**src/rtl/mem_preload_ctrl_pkg.sv**
```systemverilog
`default_nettype none
// ============================================================================
// Module   : mem_preload_ctrl_pkg
// Brief    : Shared types and helpers for the boot-time memory preload
//            sequencer (state encoding, state decode helpers).
// Revision : 1.0 - initial release
// ============================================================================
package mem_preload_ctrl_pkg;

    // Sequencer states. CHECK and ERR are only reachable when the checksum
    // option is compiled in.
    typedef enum logic [2:0] {
        IDLE   = 3'd0,
        LOAD_I = 3'd1,
        LOAD_D = 3'd2,
        CHECK  = 3'd3,
        HOLD   = 3'd4,
        RUN    = 3'd5,
        ERR    = 3'd6
    } preload_state_t;

    // States in which the stream port accepts a word.
    function automatic logic state_accepts(input preload_state_t s);
        return (s == LOAD_I) || (s == LOAD_D) || (s == CHECK);
    endfunction

    // States that count as "load in progress".
    function automatic logic state_busy(input preload_state_t s);
        return (s == LOAD_I) || (s == LOAD_D) || (s == CHECK) || (s == HOLD);
    endfunction

    // Counter width able to hold 0..n-1 (at least one bit).
    function automatic int cnt_width(input int n);
        return (n > 1) ? $clog2(n) : 1;
    endfunction

endpackage : mem_preload_ctrl_pkg
`default_nettype wire

```
**src/rtl/mem_preload_ctrl_if.sv**
```systemverilog
`default_nettype none
// ============================================================================
// Module   : mem_preload_ctrl_if
// Brief    : Stream input, IMEM/DMEM write ports and status of the preload
//            sequencer. master = controller side, slave = environment side.
// Revision : 1.0 - initial release
// ============================================================================
interface mem_preload_ctrl_if #(
    parameter int ADDR_W = 8,
    parameter int DATA_W = 32
);
    logic              start_i;
    logic [DATA_W-1:0] s_data_i;
    logic              s_valid_i;
    logic              s_ready_o;
    logic              imem_we_o;
    logic [ADDR_W-1:0] imem_addr_o;
    logic [DATA_W-1:0] imem_wdata_o;
    logic              dmem_we_o;
    logic [ADDR_W-1:0] dmem_addr_o;
    logic [DATA_W-1:0] dmem_wdata_o;
    logic              imem_end_o;
    logic              dmem_end_o;
    logic              core_rstn_o;
    logic              busy_o;
    logic              done_o;
    logic              err_o;

    modport master (
        input  start_i, s_data_i, s_valid_i,
        output s_ready_o,
        output imem_we_o, imem_addr_o, imem_wdata_o,
        output dmem_we_o, dmem_addr_o, dmem_wdata_o,
        output imem_end_o, dmem_end_o, core_rstn_o, busy_o, done_o, err_o
    );

    modport slave (
        output start_i, s_data_i, s_valid_i,
        input  s_ready_o,
        input  imem_we_o, imem_addr_o, imem_wdata_o,
        input  dmem_we_o, dmem_addr_o, dmem_wdata_o,
        input  imem_end_o, dmem_end_o, core_rstn_o, busy_o, done_o, err_o
    );

endinterface : mem_preload_ctrl_if
`default_nettype wire

```
**src/rtl/mem_preload_ctrl_wr_port.sv**
```systemverilog
`default_nettype none
// ============================================================================
// Module   : mem_preload_ctrl_wr_port
// Brief    : One-cycle registered write stage for an SSRAM port. Address and
//            data are forced to zero when no write is requested so the bus
//            is quiet whenever the strobe is low.
// Revision : 1.0 - initial release
// ============================================================================
module mem_preload_ctrl_wr_port #(
    parameter int ADDR_W = 8,
    parameter int DATA_W = 32
) (
    input  wire logic              CLK,
    input  wire logic              RSTn,
    input  wire logic              we_i,
    input  wire logic [ADDR_W-1:0] addr_i,
    input  wire logic [DATA_W-1:0] wdata_i,
    output logic                   we_o,
    output logic [ADDR_W-1:0]      addr_o,
    output logic [DATA_W-1:0]      wdata_o
);

    logic              we_q,    we_d;
    logic [ADDR_W-1:0] addr_q,  addr_d;
    logic [DATA_W-1:0] wdata_q, wdata_d;

    // Gate address/data with the request so idle cycles drive zeros.
    always_comb begin
        we_d    = we_i;
        addr_d  = we_i ? addr_i  : '0;
        wdata_d = we_i ? wdata_i : '0;
    end

    // Write request register: strobe appears the cycle after the transfer.
    always_ff @(posedge CLK or negedge RSTn) begin
        if (!RSTn) begin
            we_q    <= 1'b0;
            addr_q  <= '0;
            wdata_q <= '0;
        end else begin
            we_q    <= we_d;
            addr_q  <= addr_d;
            wdata_q <= wdata_d;
        end
    end

    assign we_o    = we_q;
    assign addr_o  = addr_q;
    assign wdata_o = wdata_q;

endmodule : mem_preload_ctrl_wr_port
`default_nettype wire

```
**src/rtl/mem_preload_ctrl.sv**
```systemverilog
`default_nettype none
// ============================================================================
// Module   : mem_preload_ctrl
// Brief    : Boot-time sequencer. Streams IMEM_LENGTH words into IMEM, then
//            DMEM_LENGTH words into DMEM while holding the core in reset,
//            then releases the core after RELEASE_DLY settle cycles.
//            Optional macro PRELOAD_CHECKSUM_EN adds a trailing checksum word
//            that must equal the modulo-2^DATA_W sum of all loaded words.
// Revision : 1.0 - initial release
// ============================================================================
module mem_preload_ctrl
    import mem_preload_ctrl_pkg::*;
#(
    parameter int IMEM_LENGTH = 79,
    parameter int DMEM_LENGTH = 12,
    parameter int ADDR_W      = 8,
    parameter int DATA_W      = 32,
    parameter int RELEASE_DLY = 4
) (
    input  wire logic          CLK,
    input  wire logic          RSTn,
    mem_preload_ctrl_if.master bus
);

    localparam int                HOLD_W    = cnt_width(RELEASE_DLY);
    localparam logic [ADDR_W-1:0] IMEM_LAST = ADDR_W'(IMEM_LENGTH - 1);
    localparam logic [ADDR_W-1:0] DMEM_LAST = ADDR_W'(DMEM_LENGTH - 1);
    localparam logic [HOLD_W-1:0] HOLD_LAST = HOLD_W'(RELEASE_DLY - 1);

    typedef struct packed {
        logic              we;
        logic [ADDR_W-1:0] addr;
        logic [DATA_W-1:0] wdata;
    } mem_wr_t;

    preload_state_t    state_q, state_d;
    logic [ADDR_W-1:0] cnt_q, cnt_d;
    logic [HOLD_W-1:0] hold_q, hold_d;
    logic              imem_end_q, imem_end_d;
    logic              dmem_end_q, dmem_end_d;
`ifdef PRELOAD_CHECKSUM_EN
    logic [DATA_W-1:0] sum_q, sum_d;
`endif

    logic    s_ready;
    logic    xfer;
    logic    restart;
    mem_wr_t imem_req;
    mem_wr_t dmem_req;

    // Ready is a pure state decode so it never depends on s_valid_i.
    assign s_ready = state_accepts(state_q);
    assign xfer    = bus.s_valid_i & s_ready;

    // Next-state, counters and write requests.
    always_comb begin
        state_d    = state_q;
        cnt_d      = cnt_q;
        hold_d     = hold_q;
        imem_end_d = imem_end_q;
        dmem_end_d = dmem_end_q;
        imem_req   = '0;
        dmem_req   = '0;
        restart    = 1'b0;
`ifdef PRELOAD_CHECKSUM_EN
        sum_d      = sum_q;
`endif
        case (state_q)
            IDLE: restart = bus.start_i;
            LOAD_I: begin
                if (xfer) begin
                    imem_req.we    = 1'b1;
                    imem_req.addr  = cnt_q;
                    imem_req.wdata = bus.s_data_i;
`ifdef PRELOAD_CHECKSUM_EN
                    sum_d          = sum_q + bus.s_data_i;
`endif
                    if (cnt_q == IMEM_LAST) begin
                        cnt_d      = '0;
                        imem_end_d = 1'b1;
                        state_d    = LOAD_D;
                    end else begin
                        cnt_d = cnt_q + ADDR_W'(1);
                    end
                end
            end
            LOAD_D: begin
                if (xfer) begin
                    dmem_req.we    = 1'b1;
                    dmem_req.addr  = cnt_q;
                    dmem_req.wdata = bus.s_data_i;
`ifdef PRELOAD_CHECKSUM_EN
                    sum_d          = sum_q + bus.s_data_i;
`endif
                    if (cnt_q == DMEM_LAST) begin
                        cnt_d      = '0;
                        hold_d     = '0;
                        dmem_end_d = 1'b1;
`ifdef PRELOAD_CHECKSUM_EN
                        state_d    = CHECK;
`else
                        state_d    = HOLD;
`endif
                    end else begin
                        cnt_d = cnt_q + ADDR_W'(1);
                    end
                end
            end
`ifdef PRELOAD_CHECKSUM_EN
            CHECK: begin
                if (xfer) begin
                    state_d = (bus.s_data_i == sum_q) ? HOLD : ERR;
                end
            end
            ERR: restart = bus.start_i;
`endif
            HOLD: begin
                if (hold_q == HOLD_LAST) begin
                    hold_d  = '0;
                    state_d = RUN;
                end else begin
                    hold_d = hold_q + HOLD_W'(1);
                end
            end
            RUN: restart = bus.start_i;
            default: state_d = IDLE;
        endcase

        // A (re)start wipes all progress and returns memory ownership to
        // the loader.
        if (restart) begin
            state_d    = LOAD_I;
            cnt_d      = '0;
            hold_d     = '0;
            imem_end_d = 1'b0;
            dmem_end_d = 1'b0;
`ifdef PRELOAD_CHECKSUM_EN
            sum_d      = '0;
`endif
        end
    end

    // State and counter registers; reset aborts any load in flight.
    always_ff @(posedge CLK or negedge RSTn) begin
        if (!RSTn) begin
            state_q    <= IDLE;
            cnt_q      <= '0;
            hold_q     <= '0;
            imem_end_q <= 1'b0;
            dmem_end_q <= 1'b0;
`ifdef PRELOAD_CHECKSUM_EN
            sum_q      <= '0;
`endif
        end else begin
            state_q    <= state_d;
            cnt_q      <= cnt_d;
            hold_q     <= hold_d;
            imem_end_q <= imem_end_d;
            dmem_end_q <= dmem_end_d;
`ifdef PRELOAD_CHECKSUM_EN
            sum_q      <= sum_d;
`endif
        end
    end

    mem_preload_ctrl_wr_port #(
        .ADDR_W (ADDR_W),
        .DATA_W (DATA_W)
    ) u_imem_port (
        .CLK     (CLK),
        .RSTn    (RSTn),
        .we_i    (imem_req.we),
        .addr_i  (imem_req.addr),
        .wdata_i (imem_req.wdata),
        .we_o    (bus.imem_we_o),
        .addr_o  (bus.imem_addr_o),
        .wdata_o (bus.imem_wdata_o)
    );

    mem_preload_ctrl_wr_port #(
        .ADDR_W (ADDR_W),
        .DATA_W (DATA_W)
    ) u_dmem_port (
        .CLK     (CLK),
        .RSTn    (RSTn),
        .we_i    (dmem_req.we),
        .addr_i  (dmem_req.addr),
        .wdata_i (dmem_req.wdata),
        .we_o    (bus.dmem_we_o),
        .addr_o  (bus.dmem_addr_o),
        .wdata_o (bus.dmem_wdata_o)
    );

    assign bus.s_ready_o   = s_ready;
    assign bus.imem_end_o  = imem_end_q;
    assign bus.dmem_end_o  = dmem_end_q;
    assign bus.core_rstn_o = (state_q == RUN);
    assign bus.done_o      = (state_q == RUN);
    assign bus.busy_o      = state_busy(state_q);
`ifdef PRELOAD_CHECKSUM_EN
    assign bus.err_o       = (state_q == ERR);
`else
    assign bus.err_o       = 1'b0;
`endif

endmodule : mem_preload_ctrl
`default_nettype wire

```
**src/flat_wrapper.sv**
```systemverilog
// flat-port wrapper written by rule: the top's interface ports become plain ports
module mem_preload_ctrl_flat import mem_preload_ctrl_pkg::*;
#(
    parameter int IMEM_LENGTH = 79,
    parameter int DMEM_LENGTH = 12,
    parameter int ADDR_W      = 8,
    parameter int DATA_W      = 32,
    parameter int RELEASE_DLY = 4
)
  (CLK, RSTn, bus_start_i, bus_s_data_i, bus_s_valid_i, bus_s_ready_o, bus_imem_we_o, bus_imem_addr_o, bus_imem_wdata_o, bus_dmem_we_o, bus_dmem_addr_o, bus_dmem_wdata_o, bus_imem_end_o, bus_dmem_end_o, bus_core_rstn_o, bus_busy_o, bus_done_o, bus_err_o);
  mem_preload_ctrl_if #(.ADDR_W(ADDR_W), .DATA_W(DATA_W)) bus_i ();
  input  wire logic CLK;
  input  wire logic RSTn;
  input wire logic [$bits(bus_i.start_i)-1:0] bus_start_i;
  input wire logic [$bits(bus_i.s_data_i)-1:0] bus_s_data_i;
  input wire logic [$bits(bus_i.s_valid_i)-1:0] bus_s_valid_i;
  output wire logic [$bits(bus_i.s_ready_o)-1:0] bus_s_ready_o;
  output wire logic [$bits(bus_i.imem_we_o)-1:0] bus_imem_we_o;
  output wire logic [$bits(bus_i.imem_addr_o)-1:0] bus_imem_addr_o;
  output wire logic [$bits(bus_i.imem_wdata_o)-1:0] bus_imem_wdata_o;
  output wire logic [$bits(bus_i.dmem_we_o)-1:0] bus_dmem_we_o;
  output wire logic [$bits(bus_i.dmem_addr_o)-1:0] bus_dmem_addr_o;
  output wire logic [$bits(bus_i.dmem_wdata_o)-1:0] bus_dmem_wdata_o;
  output wire logic [$bits(bus_i.imem_end_o)-1:0] bus_imem_end_o;
  output wire logic [$bits(bus_i.dmem_end_o)-1:0] bus_dmem_end_o;
  output wire logic [$bits(bus_i.core_rstn_o)-1:0] bus_core_rstn_o;
  output wire logic [$bits(bus_i.busy_o)-1:0] bus_busy_o;
  output wire logic [$bits(bus_i.done_o)-1:0] bus_done_o;
  output wire logic [$bits(bus_i.err_o)-1:0] bus_err_o;
  assign bus_i.start_i = bus_start_i;
  assign bus_i.s_data_i = bus_s_data_i;
  assign bus_i.s_valid_i = bus_s_valid_i;
  assign bus_s_ready_o = bus_i.s_ready_o;
  assign bus_imem_we_o = bus_i.imem_we_o;
  assign bus_imem_addr_o = bus_i.imem_addr_o;
  assign bus_imem_wdata_o = bus_i.imem_wdata_o;
  assign bus_dmem_we_o = bus_i.dmem_we_o;
  assign bus_dmem_addr_o = bus_i.dmem_addr_o;
  assign bus_dmem_wdata_o = bus_i.dmem_wdata_o;
  assign bus_imem_end_o = bus_i.imem_end_o;
  assign bus_dmem_end_o = bus_i.dmem_end_o;
  assign bus_core_rstn_o = bus_i.core_rstn_o;
  assign bus_busy_o = bus_i.busy_o;
  assign bus_done_o = bus_i.done_o;
  assign bus_err_o = bus_i.err_o;
  mem_preload_ctrl #(.IMEM_LENGTH(IMEM_LENGTH), .DMEM_LENGTH(DMEM_LENGTH), .ADDR_W(ADDR_W), .DATA_W(DATA_W), .RELEASE_DLY(RELEASE_DLY)) u_core (.CLK(CLK), .RSTn(RSTn), .bus(bus_i));
endmodule
```
**config.mk**
```make
export PLATFORM = sky130hd
export DESIGN_NAME = mem_preload_ctrl_flat
export DESIGN_NICKNAME = d
export VERILOG_FILES = /design/src/rtl/mem_preload_ctrl_pkg.sv /design/src/rtl/mem_preload_ctrl_if.sv /design/src/rtl/mem_preload_ctrl_wr_port.sv /design/src/rtl/mem_preload_ctrl.sv /design/src/flat_wrapper.sv
export SDC_FILE = /design/constraint.sdc
export NUM_CORES = 1
export LEC_CHECK = 0
export BUFFER_PORTS_ARGS = -buffer_cell sky130_fd_sc_hd__buf_4
export CORE_MARGIN = 5
export CORE_UTILIZATION = 50
export CTS_BUF_LIST = sky130_fd_sc_hd__clkbuf_8 sky130_fd_sc_hd__clkbuf_16
export CTS_CLUSTER_DIAMETER = 40
export DETAILED_ROUTE_END_ITERATION = 10
export GPL_TIMING_DRIVEN = 0
export PLACE_DENSITY = 0.78
export SLEW_MARGIN = 20
export SYNTH_ARGS = -nofsm -noshare
export SYNTH_HDL_FRONTEND = slang
export SYNTH_HIERARCHICAL = 1
export SYNTH_SLANG_ARGS = --single-unit
export TNS_END_PERCENT = 5
```
**constraint.sdc**
```tcl
create_clock -name CLK -period 3.85 [get_ports CLK]
set_input_delay 0.77 -clock CLK [delete_from_list [all_inputs] [get_ports CLK]]
set_output_delay 0.77 -clock CLK [all_outputs]
set_load 0.005 [all_outputs]
```
After elaboration in Yosys (flattened, before gate mapping)
Index checks and enable logic that the tools add are counted.
{"block": "totals", "regBits": 97, "latch_bits": 0, "ram_bits": 0, "romBits": 0, "in_bits": 36, "output_inout_bits": 89, "word_cells": 79, "mem_count": 0}
{"block": "classes", "addsub": 2, "mul": 0, "n_div": 0, "magnitude_cmp": 0, "eq_ne": 14, "shifts": 0, "mux": 34, "bitwise_logic": 1, "reduce_logical": 17}
{"op": "41-bit 2-to-1 mux", "count": 3}
{"op": "32-bit 2-to-1 mux", "count": 2}
{"op": "8-bit 2-to-1 mux", "count": 7}
{"op": "3-bit 2-to-1 mux", "count": 6}
{"op": "8-bit one-hot mux with 2 select lines", "count": 1}
{"op": "3-bit one-hot mux with 4 select lines", "count": 1}
{"op": "3-bit AND reduction", "count": 4}
{"op": "2-bit nonzero test", "count": 5}
{"op": "1-bit 2-to-1 mux", "count": 9}
{"op": "3-bit by 1-bit != test with 1-bit output (second input constant)", "count": 3}
{"op": "8-bit by 1-bit adder with 8-bit output (second input constant)", "count": 1}
{"op": "8-bit by 4-bit == test with 1-bit output (second input constant)", "count": 1}
{"op": "8-bit by 7-bit == test with 1-bit output (second input constant)", "count": 1}
{"op": "2-bit 2-to-1 mux", "count": 4}
{"op": "3-bit by 2-bit == test with 1-bit output (second input constant)", "count": 2}
{"op": "3-bit == test (second input constant)", "count": 2}
{"op": "3-bit by 2-bit != test with 1-bit output (second input constant)", "count": 2}
{"op": "6-bit AND reduction", "count": 1}
{"op": "3-bit nonzero test", "count": 2}
{"op": "2-bit one-hot mux with 2 select lines", "count": 1}
{"op": "3-bit by 1-bit == test with 1-bit output (second input constant)", "count": 1}
{"op": "3-bit logical NOT", "count": 1}
{"op": "1-bit logical OR", "count": 3}
{"op": "2-bit by 1-bit adder with 2-bit output (second input constant)", "count": 1}
{"op": "4 further kinds", "count": 4}

Longest topological paths before layout
{"block": "depth", "depth_word": 7, "mapped_depth": 8, "ltp_nobuf": 7}

Hierarchy
The synthesis kept the hierarchy.
{"module": "mem_preload_ctrl_wr_port", "instances": 2, "cells_per_inst": 85, "area_per_inst_um2": 1332.5, "seq_area_each_um2": 1026.0}
{"module": "mem_preload_ctrl", "instances": 1, "cells_per_inst": 197, "area_per_inst_um2": 1526.5, "seq_area_each_um2": 375.4}

Worst setup path before layout
No wires, ideal clock.
{"block": "synth_timing", "path_kind": "input to register", "startpoint": "input port bus_start_i", "endpoint": "register u_core.cnt_q[5]", "setup_ns": 0.092, "arrival_ns": 1.862, "required_time_ns": 3.758, "slack_ns": 1.896, "cell_stages": 7, "path_buffers": 2, "cell_sequence": "nor2b_1 and2_1 buf_6 a21o_1 or2_1 buf_6 o31ai_2"}
{"block": "synth_via", "elab_chain_len": 3, "elab_cells_between_ends": 6, "classes_between": "eq/ne (2); mux (2); reduce/logical (2)"}
{"item": "start: declaration", "line_no": "flat_wrapper.sv:14", "rtl": "input wire logic [$bits(bus_i.start_i)-1:0] bus_start_i;"}
{"item": "1-bit 2-to-1 mux *", "line_no": "mem_preload_ctrl.sv:68", "rtl": "case (state_q)"}
{"item": "3-bit by 1-bit != test with 1-bit output (no line) / 3-bit nonzero test (equally long branches)"}
{"item": "3-bit AND reduction (no line)"}
{"item": "end signal: assignment", "line_no": "mem_preload_ctrl.sv:156", "rtl": "cnt_q <= cnt_d;"}
{"item": "end: declaration", "line_no": "mem_preload_ctrl.sv:37", "rtl": "logic [ADDR_W-1:0] cnt_q, cnt_d;"}
Every way passes the cells marked *; elsewhere a longest branch is shown, timed or not.
A chain may end at the register's enable or synchronous reset.

==> flow_metrics.env <==
export IMPL_period_minus_slack_ns=2.56
export IMPL_grt_pass1_wl_um=14800
export IMPL_power_density_nw_per_um2=459
export IMPL_core_area_sq_um=8180
export IMPL_cellLeakagePower_nw=2.86
export IMPL_die_height_um=102
export IMPL_setup_violations=0
export IMPL_antenna_found_initial=0
export IMPL_syn_inst=367
export IMPL_via_per_inst=4.80
export IMPL_cap_violations=0
export IMPL_ctsResizeCount=0
export IMPL_p_total_mw=2.50
export IMPL_crit_fanout=14
export IMPL_grt_max_degree=98
export IMPL_clock_fmax_mhz=391
export IMPL_max_slew_worst_pin_slew_ns=1.02
export IMPL_dr_pass1_iters=4
export IMPL_cts_tree="built"
export IMPL_crit_arrival_ns=2.85
export IMPL_hpwl_um=6590
export IMPL_holdBufCountCts=0
export IMPL_synth_edff_count=0
export IMPL_grt_setup_unrepaired="false"
export IMPL_grt_overflow_total=0
export IMPL_period_share_pct=66.4
export IMPL_synth_area_sq_um=4190
export IMPL_drt_initial_drc_count=101
export IMPL_ys_seq_elements=97
export IMPL_insertedDiodeCount=0
export IMPL_first_global_vias=3021
export IMPL_die_x_um=102
export IMPL_clock_sinks=97
export IMPL_maxSlewHeadroom_pct=32.0
export IMPL_end_kind="register"
export IMPL_outcome="finished clean"
export IMPL_drt_wl_total_um=9090
export IMPL_synth_top_cell_area_share_pct=57.9
export IMPL_gp_congestion=0.817
export IMPL_whs_ns=0.483
export IMPL_synthTopCellsByArea="dfrtp_1 (58%), and2_1 (15%), and2_2 (10%)"
export IMPL_slew_viol_final=0
export IMPL_hold_violations=0
export IMPL_cts_buffers=9
export IMPL_met1Wirelength_um=3730
export IMPL_tns_ns=0
export IMPL_ys_warn_count=6
export IMPL_cts_root_buf="clkbuf_8"
export IMPL_drc_errors=0
export IMPL_clk_pin_slew_ns=0.09
export IMPL_ys_types=44
export IMPL_wl_per_cell_um=14.9
export IMPL_worstHoldPathType="input pin to asynchronous set/reset pin"
export IMPL_insertion_delay_ns=0.36
export IMPL_yosysTopAreaCell="dfrtp_1"
export IMPL_ant_nets=0
export IMPL_start_util_pct=51.3
export IMPL_synth_fp_nets=406
export IMPL_ioPinCount=125
export IMPL_clk_path_buf_depth=2
export IMPL_finish_net_count=540
export IMPL_postSynthAreaPerCell_sq_um=11.4
export IMPL_track_usage_pct=18.6
export IMPL_drive_above_1_share_pct=43.7
export IMPL_routed_top_layer="met4"
export IMPL_area_delta_synth_final_pct=30.1
export IMPL_synthArstFlopShare_pct=100
export IMPL_ys_flop_type="dfrtp_1"
export IMPL_finClkSkew_ns=0.0147
export IMPL_row_count=33
export IMPL_place_port_buffers=123
export IMPL_critPathKind="register to register"
export IMPL_vdd_drop_max_mv=0.260
export IMPL_required_ns=4.14
export IMPL_ctsHtreeMaxLevel=3
export IMPL_critPathLaunchType="register"
export IMPL_ff2ff_path_depth=5
export IMPL_dr_total_vias=2932
export IMPL_ys_seq_area_share_pct=57.9
export IMPL_post_cts_buffers=0
export IMPL_die_area_sq_um=10300
export IMPL_met2_length_um=4550
export IMPL_met3WireLength_um=671
[worst max-delay path: stages, from the launching register on]
cell and delay (ns):
dfrtp_1 0.46, nand2b_1 0.23, nor3b_1 0.86, clkbuf_1 0.47
clkbuf_2 0.30, and2_2 0.18
[layer usage]
metal  up-vias  GRT usage (%)
met5         -              0
met2        83           31.4
met4         0           5.73
met1      1411           23.6
li1       1428              -
met3        10           4.68
[final cells by class]
cell class                      count  area (sq um)
Buffer                             28           145
Clock buffer                       10           138
Clock inverter                      6          66.3
Fill cell                         640          2720
Inverter                            3          11.3
Multi-Input combinational cell    239          1610
Sequential cell                    97          2430
Tap cell                          105           131
Timing Repair Buffer              123           927
[state kept, by name, indices dropped and copies added (netlist names)]
| signal | flops |
|---|---|
| u_core/cnt_q | 8 |
| u_core/u_imem_port/we_o | 1 |
| u_core/u_imem_port/wdata_o | 32 |
| u_core/state_q | 3 |
| u_core/u_imem_port/addr_o | 8 |
| u_core/u_dmem_port/addr_o | 8 |
| u_core/bus.imem_end_o | 1 |
| u_core/u_dmem_port/we_o | 1 |
| u_core/u_dmem_port/wdata_o | 32 |
| u_core/bus.dmem_end_o | 1 |
| u_core/hold_q | 2 |
[logic make-up (layout without fill, tap and decap cells)]
kind of cell	count (synthesis)	after routing	synth area share, %
other cells	1	1	0.0895
buf+inv	31	170	3.73
simple gates	203	203	31.3
xor+xnor	2	2	0.418
compound gates	29	29	5.46
mux	1	1	0.239
flops	97	97	57.9
fa+ha+maj	3	3	0.896
[synth_stat cells (all sizes together) (2+ instances only)]
cell     number
a21o          2
nand2        10
nand3         5
buf           9
nor2          7
or2           2
xnor2         2
o31ai         6
ha            3
nor3b         2
inv           3
nor3          2
nor2b         2
a2bb2oi       2
a21oi         2
nand2b        3
clkbuf       19
a31oi         2
o21bai        2
o21ai         5
a32o          2
and2        160
dfrtp        97
nand3b        2
or3b          2
a211oi        3
[power breakdown]
| group | switching, mW | total (mW) | internal [mW] |
|---|---|---|---|
| logic | 0.326 | 0.645 | 0.319 |
| registers | 0.0656 | 1.19 | 1.13 |
| clock network | 0.344 | 0.663 | 0.319 |
[cells in the final DEF (no fill, tap or decap), drive strengths merged, types with 2 or more instances in the layout]
cell type	n
a31oi	2
nor3	2
nand3b	2
a21o	2
or3b	2
dfrtp	97
o21bai	2
nor2b	2
clkinvlp	2
buf	132
a211oi	3
nand2b	3
xnor2	2
or2	2
o31ai	6
ha	3
a2bb2oi	2
inv	5
a32o	2
and2	160
nand3	5
a21oi	2
nor3b	2
nand2	10
o21ai	5
nor2	7
clkbuf	29
[per-stage QoR]
step | util (%) | cells | setup slack, ns | cell area (sq um)
after floorplan | - | 367 | 1.90 | 4190
after global placement | 64.2 | 595 | 1.08 | 5250
after detailed placement | 64.2 | 595 | 1.05 | 5250
after CTS | 66.7 | 611 | 1.29 | 5450
after global routing | 66.7 | 611 | 1.17 | 5450
final | 66.7 | 611 | 1.29 | 5450
[worst paths after layout]
check / startpoint / to / slack, ns
max: u_core/state_q[2] / u_core/u_imem_port/addr_o[5] / 1.29
max in group asynchronous: RSTn / u_core/cnt_q[6] / 2.76
min reg2reg: u_core/hold_q[1] / u_core/hold_q[1] / 0.50
max reg2reg: u_core/state_q[2] / u_core/u_imem_port/addr_o[5] / 1.29
min in group CLK: u_core/hold_q[1] / u_core/hold_q[1] / 0.50
min: RSTn / u_core/u_dmem_port/wdata_o[25] / 0.48
Power figures use the tool's default switching activity.
